### src/rtl/cordic_pkg.sv
// Shared constants, FSM state type and the quadrant-fold helper for cordic_phase_gen.
package cordic_pkg;

  localparam int PHASE_W = 32;

  // CORDIC gain compensation for a 32-bit datapath (Q2.30).
  localparam logic [31:0] K_32 = 32'h26DD3B6A;

  localparam logic [15:0] LFSR_SEED = 16'hACE1;

  typedef enum logic [1:0] {
    IDLE,
    RUN,
    DONE
  } state_t;

  typedef struct packed {
    logic [PHASE_W-1:0] angle;
    logic               flip;
  } fold_t;

  // round(0.6072529350 * 2^(width-2)), for 2 <= width <= 64.
  function automatic logic [63:0] k_value(input int width);
    return 64'(longint'(0.6072529350 * (2.0 ** (width - 2))));
  endfunction

  // Angles in [90,270) degrees are rotated by 180 so the CORDIC only sees [-90,+90);
  // the rotation is undone by starting from -K instead of +K.
  function automatic fold_t fold(input logic [PHASE_W-1:0] p);
    fold_t f;
    f.flip  = p[PHASE_W-1] ^ p[PHASE_W-2];
    f.angle = f.flip ? (p ^ {1'b1, {(PHASE_W-1){1'b0}}}) : p;
    return f;
  endfunction

endpackage

### src/rtl/lfsr16.sv
// 16-bit Fibonacci LFSR, x^16+x^14+x^13+x^11+1, used for phase dither.
module lfsr16
  import cordic_pkg::*;
(
  input  logic        clk,
  input  logic        rst,
  input  logic        advance,
  output logic [15:0] value,
  output logic [15:0] next_value
);

  logic feedback;

  assign feedback   = value[0] ^ value[2] ^ value[3] ^ value[5];
  assign next_value = {feedback, value[15:1]};

  always_ff @(posedge clk or posedge rst) begin
    if (rst) begin
      value <= LFSR_SEED;
    end else if (advance) begin
      value <= next_value;
    end
  end

endmodule

### src/rtl/cordic_phase_gen.sv
// Burst phase accumulator that presents folded angle and initial x/y to a CORDIC.
// Define PHASE_DITHER_EN to add lfsr16 dither (low byte) to the phase before folding.
module cordic_phase_gen
  import cordic_pkg::*;
#(
  parameter int WIDTH = 32
) (
  input  logic               clk,
  input  logic               rst,
  input  logic               start,
  input  logic [15:0]        burst_len,
  input  logic [PHASE_W-1:0] fcw,
  input  logic               fcw_load,
  input  logic [PHASE_W-1:0] phase_ofs,
  input  logic               out_ready,
  output logic               out_valid,
  output logic [PHASE_W-1:0] angle_o,
  output logic [WIDTH-1:0]   x_o,
  output logic [WIDTH-1:0]   y_o,
  output logic               flip,
  output logic               busy,
  output logic               done
);

  localparam logic [WIDTH-1:0] K_POS = WIDTH'(k_value(WIDTH));
  localparam logic [WIDTH-1:0] K_NEG = -K_POS;

  state_t             state_q, state_d;
  logic [PHASE_W-1:0] acc_q, fcw_active_q, acc_next;
  logic [PHASE_W-1:0] phase_base, phase_sum, dither;
  logic [15:0]        count_q, len_q;
  logic               launch, handshake, last_sample;
  fold_t              folded;

  assign launch      = (state_q == IDLE) && start;
  assign handshake   = (state_q == RUN) && out_ready;
  assign last_sample = handshake && (len_q != 16'd0) && (count_q == len_q - 16'd1);
  assign acc_next    = acc_q + fcw_active_q;
  assign phase_base  = launch ? '0 : acc_next;

`ifdef PHASE_DITHER_EN
  logic [15:0] lfsr_value, lfsr_next;

  lfsr16 u_lfsr (
    .clk       (clk),
    .rst       (rst),
    .advance   (handshake),
    .value     (lfsr_value),
    .next_value(lfsr_next)
  );

  // A reloaded sample is shown while the LFSR holds its advanced state.
  assign dither = {24'd0, launch ? lfsr_value[7:0] : lfsr_next[7:0]};
`else
  assign dither = '0;
`endif

  assign phase_sum = phase_base + phase_ofs + dither;
  assign folded    = fold(phase_sum);
  assign y_o       = '0;

  always_ff @(posedge clk or posedge rst) begin
    if (rst) begin
      state_q <= IDLE;
    end else begin
      state_q <= state_d;
    end
  end

  always_comb begin
    // NOTE: every output of this block gets a default first, so no path can infer a latch.
    state_d   = state_q;
    out_valid = 1'b0;
    busy      = 1'b0;
    done      = 1'b0;
    unique case (state_q)
      IDLE: begin
        if (start) state_d = RUN;
      end
      RUN: begin
        out_valid = 1'b1;
        busy      = 1'b1;
        if (last_sample) state_d = DONE;
      end
      DONE: begin
        done    = 1'b1;
        state_d = IDLE;
      end
      default: state_d = IDLE;
    endcase
  end

  // NOTE: sequential state uses non-blocking assignments so every register samples pre-edge values.
  always_ff @(posedge clk or posedge rst) begin
    if (rst) begin
      acc_q        <= '0;
      count_q      <= '0;
      len_q        <= '0;
      fcw_active_q <= '0;
      angle_o      <= '0;
      x_o          <= '0;
      flip         <= 1'b0;
    end else begin
      // A load coinciding with a handshake still advances by the previous word.
      if (fcw_load) fcw_active_q <= fcw;

      if (launch) begin
        acc_q   <= '0;
        count_q <= '0;
        len_q   <= burst_len;
        angle_o <= folded.angle;
        x_o     <= folded.flip ? K_NEG : K_POS;
        flip    <= folded.flip;
      end else if (handshake) begin
        acc_q   <= acc_next;
        count_q <= count_q + 16'd1;
        if (!last_sample) begin
          angle_o <= folded.angle;
          x_o     <= folded.flip ? K_NEG : K_POS;
          flip    <= folded.flip;
        end
      end
    end
  end

endmodule

### config.mk
export PLATFORM = sky130hd
export DESIGN_NAME = cordic_phase_gen
export DESIGN_NICKNAME = d
export VERILOG_FILES = /design/src/rtl/cordic_pkg.sv /design/src/rtl/lfsr16.sv /design/src/rtl/cordic_phase_gen.sv
export SDC_FILE = /design/constraint.sdc
export NUM_CORES = 1
export LEC_CHECK = 0
export ABC_AREA = 0
export CORE_MARGIN = 2
export CORE_UTILIZATION = 45
export CTS_CLUSTER_DIAMETER = 150
export DETAILED_ROUTE_END_ITERATION = 8
export GPL_TIMING_DRIVEN = 0
export PLACE_DENSITY = 0.74
export SLEW_MARGIN = 20
export SYNTH_ARGS = -nofsm -noshare
export SYNTH_HDL_FRONTEND = slang
export SYNTH_SLANG_ARGS = --single-unit
### constraint.sdc
create_clock -name clk -period 5.6 [get_ports clk]
set_clock_uncertainty 0.2 [all_clocks]
set_input_delay 0.84 -clock clk [delete_from_list [all_inputs] [get_ports clk]]
set_output_delay 0.84 -clock clk [all_outputs]
set_load 0.005 [all_outputs]
# Yosys cells after proc, flatten, opt, wreduce, memory -nomap -nowiden
# Index checks and enable logic that the tools add are counted.
dict set report totals {
  word_cells 50
  mem_count 0
  ramBits 0
  latch_bits 0
  regBits 163
  romBits 0
  inputBits 85
}
dict set report classes {
  mux 21
  bitwise_logic 2
  mul 0
  order_cmp 0
  shift 0
  add_sub_neg 4
  eq_ne 6
  reduce_logical 9
  n_div 0
}
# cell n
set ops {}
lappend ops {{two-way mux 32 bit} 11}
lappend ops {{adder 32 bit} 2}
lappend ops {{two-way mux 16 bit} 2}
lappend ops {{adder 16 x 1 -> 16 bit, second input constant} 1}
lappend ops {{equality test 16 bit} 1}
lappend ops {{nonzero test 16 bit} 1}
lappend ops {{subtractor 16 x 1 -> 16 bit, second input constant} 1}
lappend ops {{inequality test 2 bit, second input constant} 3}
lappend ops {{two-way mux 1 bit} 5}
lappend ops {{logical AND 1 bit} 4}
lappend ops {{two-way mux 2 bit} 2}
lappend ops {{case mux 2 bit (2 select lines)} 1}
lappend ops {{AND reduction 2 bit} 2}
lappend ops {{equality test 2 x 1 -> 1 bit, second input constant} 1}
lappend ops {{equality test 2 bit, second input constant} 1}
lappend ops {{zero test 2 bit} 1}
lappend ops {{nonzero test 2 bit} 1}
lappend ops {{inverter 1 bit} 1}
lappend ops {{bitwise XOR 1 bit} 1}

# Depth between registers and ports, before layout
dict set report logic_depth {
  ltp_word 9
  ltp_mapped 22
  mapped_depth_nobuf 21
}

# Worst setup path after synthesis
# No wires, ideal clock.
dict set report synth_path {
  path_type {reg-to-reg}
  start {register acc_q[0]}
  end {register x_o[30]}
  setup_ps 156
  synth_period_minus_slack_ps 5382
  slack_ps 218
  path_stages_with_launch 23
  n_path_buf 1
  arrival_ps 5027
  t_required_ps 5244
  cell_sequence {dfrtp_1 -> ha_1 -> fa_1 -> a21o_1 -> a21oi_1 -> o21bai_1 -> a31oi_1 -> o21ai_0 -> a31oi_1 -> o31ai_1 -> xnor2_1 -> nor2_1 -> ha_1 -> clkbuf_1 -> a21oi_1 -> o21ai_0 -> o221a_2 -> o21bai_1 -> o21a_1 -> o211ai_1 -> or3b_2 -> a2111oi_0 -> a221oi_1}
}
dict set report synth_via {
  elab_chain_cells 8
}
# item line
set synth_lines {}
lappend synth_lines {{from (decl)} cordic_phase_gen.sv:29} ;# logic [PHASE_W-1:0] acc_q, fcw_active_q, acc_next;
lappend synth_lines {{from (signal assigned)} cordic_phase_gen.sv:115} ;# acc_q <= acc_next;
lappend synth_lines {{adder 32 bit (*)} cordic_phase_gen.sv:38} ;# assign acc_next = acc_q + fcw_active_q;
lappend synth_lines {{two-way mux 32 bit (*)} cordic_phase_gen.sv:39} ;# assign phase_base = launch ? '0 : acc_next;
lappend synth_lines {{net phase_base[18]} cordic_phase_gen.sv:30} ;# logic [PHASE_W-1:0] phase_base, phase_sum, dither;
lappend synth_lines {{adder 32 bit (*)} cordic_phase_gen.sv:58} ;# assign phase_sum = phase_base + phase_ofs + dither;
lappend synth_lines {{bitwise XOR 1 bit (*)} cordic_pkg.sv:31} ;# f.flip = p[PHASE_W-1] ^ p[PHASE_W-2];
lappend synth_lines {{two-way mux 32 bit (*)} {cordic_phase_gen.sv:112, cordic_phase_gen.sv:119}}
lappend synth_lines {{two-way mux 32 bit} cordic_phase_gen.sv:117} ;# if (!last_sample) begin
lappend synth_lines {{two-way mux 32 bit} cordic_phase_gen.sv:114} ;# end else if (handshake) begin
lappend synth_lines {{two-way mux 32 bit (*)} cordic_phase_gen.sv:107} ;# if (launch) begin
lappend synth_lines {{to (signal assigned)} cordic_phase_gen.sv:112} ;# x_o <= folded.flip ? K_NEG : K_POS;
lappend synth_lines {{to (signal assigned)} cordic_phase_gen.sv:119} ;# x_o <= folded.flip ? K_NEG : K_POS;
lappend synth_lines {{to (decl)} cordic_phase_gen.sv:18} ;# output logic [WIDTH-1:0] x_o,
# Mark *: on every way through the listed nets, which the timed path passes. The rest lies on a longest branch. The select of a mux whose other input is x is not followed.
# A chain may end at the register's enable or synchronous reset.

# Final worst setup path
dict set report layout_path {
  start {register fcw_active_q[0]}
  end {register x_o[29]}
}
dict set report layout_via {
  elab_chain_cells 8
}
# item line
set layout_lines {}
lappend layout_lines {{from (decl)} cordic_phase_gen.sv:29}
lappend layout_lines {{from (signal assigned)} cordic_phase_gen.sv:105} ;# if (fcw_load) fcw_active_q <= fcw;
lappend layout_lines {{adder 32 bit (*)} cordic_phase_gen.sv:38}
lappend layout_lines {{two-way mux 32 bit (*)} cordic_phase_gen.sv:39}
lappend layout_lines {{net phase_base[14]} cordic_phase_gen.sv:30}
lappend layout_lines {{adder 32 bit (*)} cordic_phase_gen.sv:58}
lappend layout_lines {{bitwise XOR 1 bit (*)} cordic_pkg.sv:31}
lappend layout_lines {{two-way mux 32 bit (*)} {cordic_phase_gen.sv:112, cordic_phase_gen.sv:119}}
lappend layout_lines {{two-way mux 32 bit} cordic_phase_gen.sv:117}
lappend layout_lines {{two-way mux 32 bit} cordic_phase_gen.sv:114}
lappend layout_lines {{two-way mux 32 bit (*)} cordic_phase_gen.sv:107}
# Marked as above.

==> results.yml <==
detailed_routing:
  drt_first_pass_iters: 5
  wl_per_cell_microns: 15.8
  drc: 0
  drt-met1-wl_microns: 11100
  num_vias: 8073
  top_layer: "met4"
  wl_met2_microns: 10700
  via_per_inst: 5.32
  drt-total-wl_microns: 23900
  drtIter0Drc: 502
  wl_met3_microns: 1510
  ant_nets: 0
sta:
  hold_ws_ns: 0.268
  max_freq_mhz: 186
  relSlewSlack_pct: 39.3
  setup_viol: 0
  drv_slew: 0
  min_period_over_period_pct: 96.3
  rsz0062_at_grt: "no"
  hold_viol: 0
  period_needed_ns: 5.39
  worstMarginPinSlew_ns: 0.907
  setup_tns_ns: 0
clock_tree:
  insertion_delay_ns: 0.43
  cts_tree: "done"
  cts_buffers: 17
  clkSinkCount: 132
  cts.clk_slew.worst_paths_ns: 0.06
  cts.path.max_buffers: 2
  clock-root-buffer: "clkbuf_16"
  ctsHoldBuffers: 0
  cts-htree-levels: 4
worst_setup_path:
  required_ns: 5.71
  cpPeakStageDelay_ns: 0.43
  critPathKind: "reg2reg"
  critPathMaxFanout: 5
  path_cells: "ha_1, fa_1, a21o_1, a21oi_2, o21bai_1, a31oi_4, o21ai_2, a31oi_2, buf_4, xnor2_2, nor2_1, ha_1, and4_4, and2_1, o2111a_1, o21ai_4, o21a_1, o211ai_1, or3b_4, and2_1, a221o_1"
  worst_setup_path_start_kind: "flop"
  end_kind: "flop"
  crit_arrival_ns: 5.50
  cp_slowest_cell: "or3b_4"
global_routing:
  grt_pass1_vias: 7458
  gr-total-overflow: 0
  antenna_found_initial: 0
  grt_max_degree: 86
  grt_usage_pct: 21.8
  grt_pass1_wl_microns: 37800
placement:
  dp.cells: 1477
  port_buffers: 150
  gp_congestion: 0.922
  detailed_place_hpwl_microns: 18300
yosys:
  yosysWarnings: 0
  syn_avg_cell_area_sq_um: 9.03
  synth_mux_area_share_pct: 6.07
  synth_top_family_by_area: "compound AO/OA/AOI/OAI gates"
  async_reset_ff_share_pct: 100
  syn_inst: 1024
  synthXorXnorAreaFrac_pct: 8.33
  synth_simple_gate_area_share_pct: 15.0
  yosysSeqAreaShare_pct: 35.7
  ys_types: 67
  synth_area_sq_mm: 0.00925
  synth-main-ff-cell: "dfrtp_1"
  synth_compound_area_share_pct: 18.1
  synth_edf_count: 0
  synthAdderAreaFrac_pct: 9.09
  ys_seq_elements: 132
run:
  cap_violations: 0
layout:
  nFillCells: 1733
  fin_nets: 1386
  multiInputGateArea_sq_mm: 0.00551
  seq_area_sq_mm: 0.00330
  final_cell_count_no_fill: 1517
  diodes: 0
  drive_above_1_share_pct: 15.7
  areaGrowthSynthToFinish_pct: 30.5
die:
  die_h_microns: 147
  rows: 52
  coreArea_sq_mm: 0.0202
  die_area_sq_mm: 0.0217
  die_x_microns: 147
  ioPinCount: 185
  initial_core_util_pct: 45.7
pwr:
  power_density_mw_per_mm2: 669
  p_leak_nw: 5.36
  intPower_w: 0.00454
  clkPwrFrac_pct: 14.1
  vdd_drop_max_mv: 0.318
  combPwrFrac_pct: 66.2
  seqPwrFrac_pct: 19.7
  p_sw_share_pct: 43.8
  p_sw_w: 0.00354
status:
  status: "complete, no violations"
worst_hold_path:
  hold_class: "reg2reg"
==> critical path: cells and delay by family (launching register included) <==
| family | cells | cell delay [ns] |
|---|---|---|
| AOI/OAI and AO/OA | 11 | 2.26 |
| and+or+nand+nor | 5 | 1.05 |
| adders and majority gates | 3 | 1.03 |
| DFF | 1 | 0.41 |
| buffers and inverters | 1 | 0.16 |
| xor gates and xnor gates | 1 | 0.14 |
==> cells in the mapped netlist, types with 10 or more instances <==
cell type	n	area share (%)
nor2_1	77	3.1
nand2_1	130	5.3
a21o_1	25	2.0
xor2_1	41	3.9
and2_1	10	0.68
inv_1	25	1.0
o31ai_1	12	0.97
clkbuf_1	24	0.97
nand3_1	19	1.0
xnor2_1	47	4.5
a21oi_1	67	3.6
o21ai_0	73	3.9
o211ai_1	13	1.1
nand4_1	14	0.95
ha_1	64	8.7
dfrtp_1	132	36
buf_4	64	5.2
mux2_2	49	6.0
==> sequential cells by signal, summed over array words and instances, names as in the netlist <==
register	count
acc_q	32
angle_o	31
count_q	16
fcw_active_q	32
len_q	16
state_q	2
x_o	3
==> power groups by stage <==
stage	combinational [W]	clock [W]	sequential, W
floorplan	0.00351	0	0.00153
global placement	0.00476	0	0.00159
detailed placement	0.00487	0	0.00160
CTS	0.00500	0.00116	0.00159
global route	0.00585	0.00120	0.00164
finish	0.00535	0.00114	0.00159
==> layout make-up <==
type	instances	share of cell area (%)
multi-input combinational	799	45.6
sequential	132	27.4
timing repair buffer	161	13.3
buffer	99	5.13
clock buffer	18	3.64
tap	270	2.80
clock inverter	13	1.32
inverter	25	0.839
==> placed cells by master, fill, tap and decap left out, drive strengths merged, types with 33 or more instances in the layout <==
cell,n
a21oi,67
buf,86
clkbuf,42
clkdlybuf4s50,150
conb,33
dfrtp,132
ha,64
mux2,49
nand2,130
nor2,77
o21ai,73
xnor2,47
xor2,41
==> layer usage <==
metal / up-vias / track usage [%]
met5: - / 0
met1: 3775 / 30.2
li1: 3963 / -
met2: 288 / 33.8
met4: 0 / 8.32
met3: 47 / 4.32
==> cell families (layout without fill, tap and decap cells) <==
family / count (synthesis) / in the layout
buffers and inverters: 125 / 316
other: 1 / 33
and+or+nand+nor: 303 / 303
DFF: 132 / 132
adders and majority gates: 66 / 66
muxes: 50 / 50
AOI/OAI and AO/OA: 259 / 259
xor gates and xnor gates: 88 / 88
==> what timing repair did <==
action                     4_1_cts  5_1_grt
pin swaps                        3        9
setup endpoints to repair        2        2
buffers inserted                 2        8
resized for setup               14       21
==> through the flow <==
step / util [%] / setup slack [ns] / power (W) / instance area, sq um
floorplan: - / 0.218 / 0.00504 / 9370
global placement: 55.4 / -0.900 / 0.00634 / 11200
detailed placement: 55.6 / -1.01 / 0.00648 / 11200
CTS: 58.8 / 0.0121 / 0.00775 / 11900
global route: 59.7 / 0.0168 / 0.00869 / 12100
finish: 59.7 / 0.210 / 0.00808 / 12100
==> final timing paths <==
kind	startpoint	to	slack [ns]	depth (start not counted)
max	fcw_active_q[0]	x_o[29]	0.21	21
min	x_o[1]	x_o[1]	0.27	1
max reg2reg	fcw_active_q[0]	x_o[29]	0.21	21
min reg2reg	x_o[1]	x_o[1]	0.27	1
max in group asynchronous	rst	fcw_active_q[8]	3.86	3
min in group asynchronous	rst	len_q[10]	0.60	2
Power figures use the tool's default switching activity.
